File: config.mk
export PLATFORM = sky130hd
export DESIGN_NAME = pc_gen_flat
export DESIGN_NICKNAME = d
export VERILOG_FILES = /design/src/rtl/pc_gen_if.sv /design/src/rtl/pc_gen.sv /design/src/flat_wrapper.sv
export SDC_FILE = /design/constraint.sdc
export NUM_CORES = 1
export LEC_CHECK = 0
export BUFFER_PORTS_ARGS = -buffer_cell sky130_fd_sc_hd__buf_2
export CAP_MARGIN = 20
export CORE_MARGIN = 2
export CORE_UTILIZATION = 55
export CTS_CLUSTER_DIAMETER = 60
export DETAILED_ROUTE_END_ITERATION = 10
export PLACE_DENSITY = 0.89
export SYNTH_ARGS = -nofsm -noshare
export SYNTH_HDL_FRONTEND = slang
export SYNTH_SLANG_ARGS = --single-unit
File: constraint.sdc
create_clock -name Clock -period 5.1 [get_ports Clock]
set_input_delay 0.51 -clock Clock [delete_from_list [all_inputs] [get_ports Clock]]
set_output_delay 0.51 -clock Clock [all_outputs]
set_load 0.01 [all_outputs]
File: src/rtl/pc_gen_if.sv
// Fetch-PC request/response bundle: decode/execute redirects in, fetch address and RAS status out.
// master = redirect source, slave = pc_gen.
interface pc_gen_if #(
    parameter int WIDTH = 32
);
    logic             hold;
    logic             bypass;
    logic             branch;
    logic             call;
    logic             ret;
    logic [WIDTH-1:0] PCbranch;
    logic [WIDTH-1:0] PCcurrent;
    logic [WIDTH-1:0] PC;
    logic             misaligned;
    logic             rasEmpty;
    logic             rasFull;
    logic             rasUnderflow;

    modport master (
        output hold, bypass, branch, call, ret, PCbranch, PCcurrent,
        input  PC, misaligned, rasEmpty, rasFull, rasUnderflow
    );

    modport slave (
        input  hold, bypass, branch, call, ret, PCbranch, PCcurrent,
        output PC, misaligned, rasEmpty, rasFull, rasUnderflow
    );
endinterface

File: src/rtl/pc_gen.sv
// Fetch PC generator: bypass > branch > ret > hold > step; circular return-address stack when PC_RAS_EN is defined.
// Latency: every request lands in PC one edge after sampling; no backpressure (hold is the only stall).
module pc_gen #(
    parameter int               WIDTH        = 32,
    parameter logic [WIDTH-1:0] RESET_VECTOR = '0,
    parameter logic [WIDTH-1:0] STEP         = WIDTH'(4),
    parameter int               RAS_DEPTH    = 4
) (
    input  logic     Clock,
    input  logic     nReset,
    pc_gen_if.slave  bus
);

    if (RAS_DEPTH < 2 || (RAS_DEPTH & (RAS_DEPTH - 1)) != 0) begin : g_bad_ras_depth
        $error("pc_gen: RAS_DEPTH must be a power of two >= 2");
    end

    logic [WIDTH-1:0] pc_q;
    logic [WIDTH-1:0] pc_d;

    always_ff @(posedge Clock or negedge nReset) begin
        if (!nReset) begin
            pc_q <= RESET_VECTOR;
        end else begin
            pc_q <= pc_d;
        end
    end

    assign bus.PC         = pc_q;
    assign bus.misaligned = |pc_q[1:0];

`ifdef PC_RAS_EN
    localparam int PW = $clog2(RAS_DEPTH);
    localparam int CW = $clog2(RAS_DEPTH + 1);

    logic [WIDTH-1:0] ras_q [RAS_DEPTH];
    logic [PW-1:0]    top_q;
    logic [PW-1:0]    top_d;
    logic [CW-1:0]    cnt_q;
    logic [CW-1:0]    cnt_d;
    logic             under_q;
    logic             under_d;
    logic             push;
    logic [WIDTH-1:0] push_dat;

    always_comb begin
        pc_d     = pc_q + STEP;
        top_d    = top_q;
        cnt_d    = cnt_q;
        under_d  = 1'b0;
        push     = 1'b0;
        push_dat = bus.PCcurrent + STEP;

        if (bus.bypass) begin
            pc_d = bus.PCbranch;
        end else if (bus.branch) begin
            pc_d = bus.PCcurrent + bus.PCbranch;
            if (bus.call) begin
                // Advancing the top pointer on a full stack lands on the oldest slot.
                push  = 1'b1;
                top_d = top_q + PW'(1);
                if (cnt_q != CW'(RAS_DEPTH)) begin
                    cnt_d = cnt_q + CW'(1);
                end
            end
        end else if (bus.ret) begin
            if (cnt_q == '0) begin
                pc_d    = bus.PCbranch;
                under_d = 1'b1;
            end else begin
                pc_d  = ras_q[top_q];
                top_d = top_q - PW'(1);
                cnt_d = cnt_q - CW'(1);
            end
        end else if (bus.hold) begin
            pc_d = pc_q;
        end
    end

    always_ff @(posedge Clock or negedge nReset) begin
        if (!nReset) begin
            top_q   <= '0;
            cnt_q   <= '0;
            under_q <= 1'b0;
        end else begin
            top_q   <= top_d;
            cnt_q   <= cnt_d;
            under_q <= under_d;
        end
    end

    // Entry contents are don't-care after reset; only pointer and count are cleared.
    always_ff @(posedge Clock) begin
        if (push) begin
            ras_q[top_d] <= push_dat;
        end
    end

    assign bus.rasEmpty     = (cnt_q == '0);
    assign bus.rasFull      = (cnt_q == CW'(RAS_DEPTH));
    assign bus.rasUnderflow = under_q;
`else
    logic unused_call;
    assign unused_call = bus.call;

    always_comb begin
        pc_d = pc_q + STEP;
        if (bus.bypass) begin
            pc_d = bus.PCbranch;
        end else if (bus.branch) begin
            pc_d = bus.PCcurrent + bus.PCbranch;
        end else if (bus.ret) begin
            pc_d = bus.PCbranch;
        end else if (bus.hold) begin
            pc_d = pc_q;
        end
    end

    assign bus.rasEmpty     = 1'b1;
    assign bus.rasFull      = 1'b0;
    assign bus.rasUnderflow = 1'b0;
`endif

endmodule

File: src/flat_wrapper.sv
// flat-port wrapper written by rule: the top's interface ports become plain ports
module pc_gen_flat 
#(
    parameter int               WIDTH        = 32,
    parameter logic [WIDTH-1:0] RESET_VECTOR = '0,
    parameter logic [WIDTH-1:0] STEP         = WIDTH'(4),
    parameter int               RAS_DEPTH    = 4
)
  (Clock, nReset, bus_hold, bus_bypass, bus_branch, bus_call, bus_ret, bus_PCbranch, bus_PCcurrent, bus_PC, bus_misaligned, bus_rasEmpty, bus_rasFull, bus_rasUnderflow);
  pc_gen_if #(.WIDTH(WIDTH)) bus_i ();
  input  logic Clock;
  input  logic nReset;
  input wire logic [$bits(bus_i.hold)-1:0] bus_hold;
  input wire logic [$bits(bus_i.bypass)-1:0] bus_bypass;
  input wire logic [$bits(bus_i.branch)-1:0] bus_branch;
  input wire logic [$bits(bus_i.call)-1:0] bus_call;
  input wire logic [$bits(bus_i.ret)-1:0] bus_ret;
  input wire logic [$bits(bus_i.PCbranch)-1:0] bus_PCbranch;
  input wire logic [$bits(bus_i.PCcurrent)-1:0] bus_PCcurrent;
  output wire logic [$bits(bus_i.PC)-1:0] bus_PC;
  output wire logic [$bits(bus_i.misaligned)-1:0] bus_misaligned;
  output wire logic [$bits(bus_i.rasEmpty)-1:0] bus_rasEmpty;
  output wire logic [$bits(bus_i.rasFull)-1:0] bus_rasFull;
  output wire logic [$bits(bus_i.rasUnderflow)-1:0] bus_rasUnderflow;
  assign bus_i.hold = bus_hold;
  assign bus_i.bypass = bus_bypass;
  assign bus_i.branch = bus_branch;
  assign bus_i.call = bus_call;
  assign bus_i.ret = bus_ret;
  assign bus_i.PCbranch = bus_PCbranch;
  assign bus_i.PCcurrent = bus_PCcurrent;
  assign bus_PC = bus_i.PC;
  assign bus_misaligned = bus_i.misaligned;
  assign bus_rasEmpty = bus_i.rasEmpty;
  assign bus_rasFull = bus_i.rasFull;
  assign bus_rasUnderflow = bus_i.rasUnderflow;
  pc_gen #(.WIDTH(WIDTH), .RESET_VECTOR(RESET_VECTOR), .STEP(STEP), .RAS_DEPTH(RAS_DEPTH)) u_core (.Clock(Clock), .nReset(nReset), .bus(bus_i));
endmodule
==> results of run 1 <==
[path summary, 6_finish.rpt]
check | startpoint | endpoint | slack, ps | cells past startpoint
max in group asynchronous | nReset | u_core.bus.PC[9]$_DFFE_PN0P_ | 4310 | 1
worst max register to register | u_core.bus.PC[5]$_DFFE_PN0P_ | u_core.bus.PC[26]$_DFFE_PN0P_ | 2040 | 8
worst min-delay path | nReset | u_core.bus.PC[8]$_DFFE_PN0P_ | 290 | 1
worst max-delay path | bus_PCcurrent[1] | u_core.bus.PC[29]$_DFFE_PN0P_ | 1850 | 10
worst min register to register | u_core.bus.PC[3]$_DFFE_PN0P_ | u_core.bus.PC[3]$_DFFE_PN0P_ | 570 | 2
min in group Clock | bus_PCbranch[30] | u_core.bus.PC[30]$_DFFE_PN0P_ | 510 | 3
[per-stage QoR]
stage / setup WS, ps / cell area, sq um / hold slack, ps / cells / total power [mW]
final: 1850 / 4720 / 295 / 734 / 1.12
after global routing: 1730 / 4720 / 340 / 734 / 1.18
after CTS: 1920 / 4720 / 305 / 734 / 1.10
after detailed placement: 1620 / 4590 / 548 / 726 / 0.830
after global placement: 1690 / 4590 / 530 / 726 / 0.817
after floorplan: 2330 / 4180 / 214 / 558 / 0.672
[cell families (layout without fill, tap and decap cells)]
group                      Yosys count  count (layout)  synth area share
DFF                                 32              32             0.192
and+or+nand+nor                    181             181             0.213
AOI/OAI and AO/OA                  217             217             0.332
adders and majority gates           33              33             0.101
buffers and inverters               48             125            0.0671
xor gates and xnor gates            39              39            0.0818
other                                2               3           0.00180
muxes                                5               5            0.0120
[report_power, final]
part	switching (mW)	internal (mW)
registers	0.0556	0.291
clock network	0.104	0.173
logic	0.290	0.206
total	0.449	0.670
[area by class of cell]
| type | instances | area [sq um] |
|---|---|---|
| Sequential cell | 32 | 801 |
| Inverter | 14 | 52.6 |
| Fill cell | 682 | 2570 |
| Clock buffer | 7 | 96.3 |
| Tap cell | 99 | 124 |
| Timing Repair Buffer | 103 | 518 |
| Clock inverter | 1 | 30.0 |
| Multi-Input combinational cell | 478 | 3100 |
[cells in the final DEF (no fill, tap or decap), drive strengths merged, types with 10 or more instances in the layout]
master	instances
a21o	19
a21oi	65
a22oi	10
a31oi	11
buf	103
dfrtp	32
ha	32
inv	14
nand2	49
nand3	11
nand4	12
nor2	54
nor3	12
o21ai	45
o22ai	12
xnor2	21
xor2	18
[metal layers]
metal,routed length [um],up-vias,share of wire
met5,0,-,0
li1,-,2250,-
met1,5670,2225,0.42
met3,1360,31,0.10
met4,252,0,0.019
met2,6170,300,0.46
[cell usage after synthesis (3+ instances only)]
| cell | count | area, sq um |
|---|---|---|
| a21o_1 | 19 | 143 |
| a21oi_1 | 65 | 325 |
| a221o_1 | 4 | 40.0 |
| a221oi_1 | 7 | 61.3 |
| a22oi_1 | 10 | 75.1 |
| a31oi_1 | 11 | 68.8 |
| a32oi_1 | 3 | 26.3 |
| a41oi_1 | 3 | 26.3 |
| and2_1 | 6 | 37.5 |
| and3_1 | 7 | 43.8 |
| buf_2 | 3 | 15.0 |
| buf_4 | 3 | 22.5 |
| clkbuf_1 | 20 | 75.1 |
| clkbuf_8 | 7 | 96.3 |
| dfrtp_1 | 32 | 801 |
| ha_1 | 32 | 400 |
| inv_1 | 13 | 48.8 |
| mux2i_1 | 5 | 50.1 |
| nand2_1 | 49 | 184 |
| nand2b_1 | 5 | 31.3 |
| nand3_1 | 10 | 50.1 |
| nand4_1 | 11 | 68.8 |
| nor2_1 | 54 | 203 |
| nor2b_1 | 4 | 25.0 |
| nor3_1 | 12 | 60.1 |
| nor4_1 | 7 | 43.8 |
| o211ai_1 | 4 | 30.0 |
| o21a_1 | 4 | 30.0 |
| o21ai_0 | 45 | 225 |
| o21bai_1 | 6 | 45.0 |
| o221ai_1 | 3 | 26.3 |
| o22ai_1 | 12 | 75.1 |
| or3_1 | 3 | 18.8 |
| xnor2_1 | 21 | 184 |
| xor2_1 | 18 | 158 |
==> out/results.txt, run 1 <==
grt met1 use -> 0.424
hpwl dp -> 10200 um
Util after Layout -> 0.647
status -> completed
CTS Root Cell -> clkbuf_8
first-pass GRT wire length -> 21300 um
GR peak layer -> met2
post-cts repair resize count -> 0
max reg flops -> 32
Max FO, Critical Path -> 3
fmax -> 307 MHz
Setup Fix Bufs, Post-CTS -> 0
H-Tree Depth -> 2
Max Cap Viol -> 0
RD Place Congestion -> 0.999
I/O Buffers -> 102
Core ar. -> 7290 sq um
Overflow after GRT -> 0
final wirelength -> 13500 um
clk sink count -> 32
Post-synth EDFFs -> 0
drt pass-1 iters -> 5
Die Span Y -> 91.1 um
Worst Path Buf+Inv -> 1
final setup TNS -> 0 ps
Area Growth Syn to Fin -> 13.0%
CTS buffer count -> 5
layout cells sized above 1 -> 0.194
Setup crit end kind -> flop
DRC -> 0
die area -> 8300 sq um
Largest stage delay, worst path -> 480 ps
Top delay family on crit path -> compound AO/OA/AOI/OAI gates
Final Setup Violations -> 0
Max VDD drop -> 115 uV
Final nets -> 738
fin crit share -> 0.638
worst relative slew slack -> 0.409
Netlist Area Pre-Place -> 4170 sq um
Cells after Synth -> 557
synth warn -> 0
synth unique cells -> 65
unrepaired setup endpoints after global routing -> false
antenna diode count -> 0
CP max-delay cell -> a2111o_1
Slew @ Worst Pin -> 883 ps
Slew Viols, Final -> 0
Via Count -> 4806
Die Width -> 91.1 um
Total GRT Usage -> 0.313
Mean Syn Cell Area -> 7.49 sq um
WP data required -> 5240 ps
GR Util met2 -> 0.509
initial DRC count -> 493
met3 usage -> 0.0564
top_reg_cell synth -> dfrtp_1
number of I/O pins -> 107
clock tree from TritonCTS -> done
final worst path period need -> 3250 ps
routed length per instance -> 18.3 um
clock transition at the registers of the reported paths -> 80 ps
Clock Latency Late Sink -> 290 ps
CP Launch Type -> primary input
row count -> 31
crit-path cells -> buf_2, ha_1, a211oi_1, o21ai_0, a221o_1, a2111o_1, a32oi_1, xnor2_1, a221oi_1, a31oi_1
Worst Path Arrival -> 3390 ps
hold_buf cts -> 0
Post-DRT Antenna Nets -> 0
leak pwr -> 2.14 nW
routed vias/inst -> 6.55
pwr/cell area -> 237 nW/um^2
initial antenna violation count -> 0
Yosys reg bits -> 32
Setup CP Type -> in -> reg
share of flip-flops with an asynchronous set or reset -> 1.00
clk buf depth -> 2
clock skew -> 9.64 ps
vias in the first global route -> 4387
Hold WC Path Type -> in -> async
final hold vios -> 0
Seq/Total Area, Yosys -> 0.192
pin count of the biggest net entering global routing -> 33
Initial Utilization -> 0.572
Power figures use the tool's default switching activity.
==> inputs of run 2 (changes only) <==
Settings changed: CORE_UTILIZATION 55 to 50, PLACE_DENSITY 0.89 to 0.86.
Clock period 5.1 ns to 2.9 ns, I/O delays scaled along.
==> run 2 against run 1 <==
- non-clock buffer count rose by 35
- hold slack worse by 220 ps
- clock power grew 56%
- die area is 9.5% higher
- largest power group unchanged
==> out/results.txt, run 2 (synthesized netlist as in run 1, its figures left out) <==
final hold vios -> 0
Die Span Y -> 95.4 um
CTS buffer count -> 5
Overflow after GRT -> 0
first-pass GRT wire length -> 22300 um
Hold WC Path Type -> in -> async
RD Place Congestion -> 0.979
leading cell type in the layout, fill and taps excluded -> buf_2
drt pass-1 iters -> 7
Slew @ Worst Pin -> 775 ps
Fin Hold WS -> 72.5 ps
clock skew -> 8.84 ps
Slew Viols, Final -> 0
Max VDD drop -> 196 uV
antenna diode count -> 0
commonest non-fill, non-tap cells in the layout -> 102 x buf_2, 65 x a21oi_1, 54 x nor2_1, 49 x nand2_1, 45 x o21ai_0
final wirelength -> 14200 um
Final nets -> 773
initial antenna violation count -> 0
Setup crit end kind -> flop
layout cells sized above 1 -> 0.234
clock tree from TritonCTS -> done
final cell count without fillers -> 775
worst relative slew slack -> 0.483
Max FO, Critical Path -> 3
CTS Root Cell -> clkbuf_8
I/O Buffers -> 102
Worst Path Arrival -> 2970 ps
Max Cap Viol -> 0
Post-DRT Antenna Nets -> 0
hold_buf cts -> 0
Filler cells -> 710
routed length per instance -> 18.3 um
unrepaired setup endpoints after global routing -> false
hpwl dp -> 11000 um
Area Growth Syn to Fin -> 19.1%
Via Count -> 5052
routed vias/inst -> 6.52
Core ar. -> 8130 sq um
Setup Fix Bufs, Post-CTS -> 0
Die Width -> 95.4 um
Setup CP Type -> in -> reg
Final Setup Violations -> 0
pin count of the biggest net entering global routing -> 33
clk sink count -> 32
status -> completed
CP Launch Type -> primary input
Total GRT Usage -> 0.312
clock transition at the registers of the reported paths -> 70 ps
post-cts repair resize count -> 0
Clock Latency Late Sink -> 290 ps
max reg flops -> 32
die area -> 9090 sq um
clk buf depth -> 2
fin crit share -> 0.968
row count -> 33
H-Tree Depth -> 2
initial DRC count -> 595
leak pwr -> 2.29 nW
Util after Layout -> 0.611
WP data required -> 3060 ps
vias in the first global route -> 4698
pwr/cell area -> 397 nW/um^2
final worst path period need -> 2810 ps
Initial Utilization -> 0.513
number of I/O pins -> 107
fmax -> 356 MHz
Inst Count DP -> 767
DRC -> 0
[run 2: changes by cell type in the layout (fill, tap and decap cells not counted), sizes merged]
cell	previous run	this run
clkbuf	7	6
clkinv	0	1
buf	103	138
[run 2: final cells by class]
cell class / instances / area, sq um / share of cell area
multi-input combinational: 478 / 3100 / 0.623
sequential: 32 / 801 / 0.161
timing repair buffer: 138 / 781 / 0.157
tap: 105 / 131 / 0.0264
clock buffer: 6 / 72.6 / 0.0146
inverter: 14 / 52.6 / 0.0106
clock inverter: 2 / 35.0 / 0.00705
[run 2: critical path: stages]
cell      delay, ps
buf_2           110
ha_1            300
a211oi_1        280
o21ai_0         320
a221o_1         430
a2111o_1        480
a32oi_1         270
xnor2_1         170
a221oi_1        270
a31oi_1          60
[run 2: path summary, 6_finish.rpt]
kind	startpoint	end	slack (ps)	depth (start not counted)
setup / recovery	bus_PCcurrent[1]	u_core.bus.PC[29]$_DFFE_PN0P_	90	10
hold / removal	nReset	u_core.bus.PC[28]$_DFFE_PN0P_	70	1
setup reg to reg	u_core.bus.PC[9]$_DFFE_PN0P_	u_core.bus.PC[29]$_DFFE_PN0P_	180	8
hold reg to reg	u_core.bus.PC[3]$_DFFE_PN0P_	u_core.bus.PC[3]$_DFFE_PN0P_	580	2
max in group asynchronous	nReset	u_core.bus.PC[17]$_DFFE_PN0P_	2330	1
min in group Clock	bus_PCbranch[30]	u_core.bus.PC[30]$_DFFE_PN0P_	280	3
[run 2: layer usage]
layer | up-vias | track usage | share of wire
met5 | - | 0 | 0
met4 | 0 | 0.145 | 0.040
met3 | 67 | 0.0553 | 0.10
met2 | 371 | 0.523 | 0.47
met1 | 2308 | 0.387 | 0.39
li1 | 2306 | - | -
[run 2: through the flow]
step / setup slack, ps / instance area [sq um] / power, mW / setup TNS (ps)
6_report: 93.3 / 4970 / 1.97 / 0
5_1_grt: 7.87 / 4970 / 2.08 / 0
4_1_cts: 183 / 4970 / 1.94 / 0
3_5_place_dp: -74.0 / 4860 / 1.51 / -305
3_3_place_gp: -84.5 / 4860 / 1.47 / -186
2_1_floorplan: 250 / 4180 / 1.18 / 0
[run 2: where the power goes]
| part | switching [mW] | total, mW | internal, mW |
|---|---|---|---|
| clock network | 0.176 | 0.431 | 0.255 |
| logic | 0.529 | 0.932 | 0.403 |
| registers | 0.0969 | 0.608 | 0.511 |
| total | 0.802 | 1.97 | 1.17 |
==> inputs of run 3 (changes only) <==
Settings changed: ABC_AREA from default to 1, CORE_UTILIZATION 50 to 52.
==> run 3 against run 2 <==
- core utilization decreased by 1.6 points
- power increased by 0.11%
- global-route usage decreased by 0.94 points
- setup slack improved by 790 ps
- fmax increased by 39%
- final area increased by 22%
- wire length increased by 21%
- sequential cell count unchanged
- first-iteration DRC count decreased by 7.2%
- combinational power increased by 7%
- clock power decreased by 13%
- via count increased by 31%
- critical path type is now reg -> reg
- critical endpoint is now u_core.bus.PC[18]$_DFFE_PN0P_
- largest cell class unchanged
- highest routed layer unchanged
==> out/results.txt, run 3 <==
status -> completed
I/O Buffers -> 102
CP Launch Type -> flop
largest cells by area after synthesis -> nand2_1 28%, dfrtp_1 15%, inv_1 11%
drt pass-1 iters -> 6
area share of the largest cell type after synthesis -> 0.277
clock skew -> 7.78 ps
fin crit share -> 0.697
Final Setup Violations -> 0
Max FO, Critical Path -> 5
Slew @ Worst Pin -> 733 ps
flop-to-flop setup slack -> 880 ps
Top delay family on crit path -> simple AND/OR/NAND/NOR gates
clk sink count -> 32
RD Place Congestion -> 0.956
synth unique cells -> 39
commonest non-fill, non-tap cells in the layout -> 396 x nand2_1, 156 x inv_1, 102 x buf_2, 83 x nor2_1, 76 x a21oi_1
Cells after Synth -> 1005
Synth top cells by count -> 396 x nand2_1, 156 x inv_1, 83 x nor2_1
Post-synth EDFFs -> 0
clock tree from TritonCTS -> done
Setup Fix Bufs, Post-CTS -> 0
Setup CP Type -> reg -> reg
leak pwr -> 3.55 nW
unrepaired setup endpoints after global routing -> false
first-pass GRT wire length -> 27200 um
antenna diode count -> 0
PnR worst setup slack -> 878 ps
number of I/O pins -> 107
post-cts repair resize count -> 0
hold_buf cts -> 0
initial DRC count -> 552
dpl ws -> 663 ps
Netlist Area Pre-Place -> 5370 sq um
row count -> 37
layout cells sized above 1 -> 0.123
H-Tree Depth -> 2
final setup TNS -> 0 ps
CTS Root Cell -> clkbuf_8
WP data required -> 3090 ps
Clock Latency Late Sink -> 290 ps
synth warn -> 0
worst r2r src -> u_core.bus.PC[2]$_DFFE_PN0P_
Worst Path Buf+Inv -> 1
clock transition at the registers of the reported paths -> 70 ps
top_reg_cell synth -> dfrtp_1
Via Count -> 6618
fmax -> 495 MHz
routed length per instance -> 13.9 um
routed vias/inst -> 5.37
Core ar. -> 10200 sq um
Slew Viols, Final -> 0
final worst path period need -> 2020 ps
Post-DRT Antenna Nets -> 0
pin count of the biggest net entering global routing -> 46
Die Width -> 106 um
Max VDD drop -> 226 uV
Die Span Y -> 106 um
worst relative slew slack -> 0.510
Seq/Total Area, Yosys -> 0.149
hpwl dp -> 14000 um
DRC -> 0
Hold WC Path Type -> in -> async
die area -> 11200 sq um
final wirelength -> 17100 um
max reg flops -> 32
Fin Hold WS -> 44.2 ps
most frequent CP cell -> nand2_1
Setup crit end kind -> flop
final hold vios -> 0
share of flip-flops with an asynchronous set or reset -> 1.00
clk buf depth -> 2
Filler cells -> 1092
Initial Utilization -> 0.527
Yosys reg bits -> 32
vias in the first global route -> 5833
Mean Syn Cell Area -> 5.34 sq um
leading cell type in the layout, fill and taps excluded -> nand2_1
initial antenna violation count -> 0
Max Cap Viol -> 0
Overflow after GRT -> 0
most frequent cell after synthesis -> nand2_1
CP max-delay cell -> dfrtp_1
Worst Path Arrival -> 2210 ps
crit-path cells -> ha_1, nand3_1, nor3_2, inv_1, o21ai_0, nand3_1, a21oi_1, nand2_1, nand2_1, nand2_1
Area Growth Syn to Fin -> 12.8%
Crit Reg-Reg Endpoint -> u_core.bus.PC[18]$_DFFE_PN0P_
CTS buffer count -> 5
R2R depth -> 10
Final nets -> 1200
Util after Layout -> 0.595
area leader, netlist -> nand2_1
pwr/cell area -> 326 nW/um^2
Largest stage delay, worst path -> 450 ps
Total GRT Usage -> 0.302
run 3: cell count changes in the layout (fill, tap and decap cells not counted), moves of 14 or more:
cell | before | now
nand3b_1 | 0 | 14
nor2_1 | 54 | 83
inv_1 | 13 | 156
a21o_1 | 19 | 1
xnor2_1 | 21 | 5
buf_4 | 36 | 4
nand3_1 | 10 | 74
nand2_1 | 49 | 396
run 3: how the worst max path moves through the flow:
stage,slack (ps),cells past startpoint,start,to
global placement,700,13,bus_PCcurrent[0],u_core.bus.PC[28]$_DFFE_PN0P_
finish,880,10,u_core.bus.PC[2]$_DFFE_PN0P_,u_core.bus.PC[18]$_DFFE_PN0P_
global route,750,13,bus_PCcurrent[0],u_core.bus.PC[28]$_DFFE_PN0P_
CTS,920,10,u_core.bus.PC[2]$_DFFE_PN0P_,u_core.bus.PC[18]$_DFFE_PN0P_
floorplan,1050,12,bus_PCcurrent[0],u_core.bus.PC[28]$_DFFE_PN0P_
detailed placement,660,13,bus_PCcurrent[0],u_core.bus.PC[28]$_DFFE_PN0P_
run 3: logic make-up after synthesis:
| group | share of synthesized area |
|---|---|
| compound gates | 0.132 |
| xor+xnor | 0.0310 |
| fa+ha+maj | 0.0783 |
| buf+inv | 0.133 |
| flops | 0.149 |
| other cells | 0.00140 |
| simple gates | 0.476 |
run 3: final cells by class:
class	count	area (sq um)	area share
flip-flops and latches	32	801	0.132
inverters	158	593	0.0979
clock inverters	1	7.51	0.00124
repair buffers	106	541	0.0892
multi-input cells	793	3860	0.637
well taps	136	170	0.0281
clock buffers	7	86.3	0.0142
run 3: through the flow:
step / cells / total power, mW / area [sq um]
6_report: 1233 / 1.97 / 6060
5_1_grt: 1233 / 2.13 / 6060
4_1_cts: 1233 / 1.96 / 6060
3_5_place_dp: 1225 / 1.59 / 5970
3_3_place_gp: 1225 / 1.57 / 5970
2_1_floorplan: 1006 / 1.26 / 5380
run 3: report_power, final:
| group | leakage [nW] | switching [mW] | internal [mW] |
|---|---|---|---|
| combinational | 3.13 | 0.646 | 0.355 |
| clock | 0.0445 | 0.180 | 0.193 |
| sequential | 0.368 | 0.0973 | 0.504 |
| total | 3.55 | 0.923 | 1.05 |
run 3: routing by layer:
layer | global-route usage | share of wire | vias to the layer above
met5 | 0 | 0 | -
met4 | 0.111 | 0.037 | 0
met3 | 0.0353 | 0.073 | 48
met2 | 0.521 | 0.47 | 309
met1 | 0.388 | 0.42 | 2927
li1 | - | - | 3334
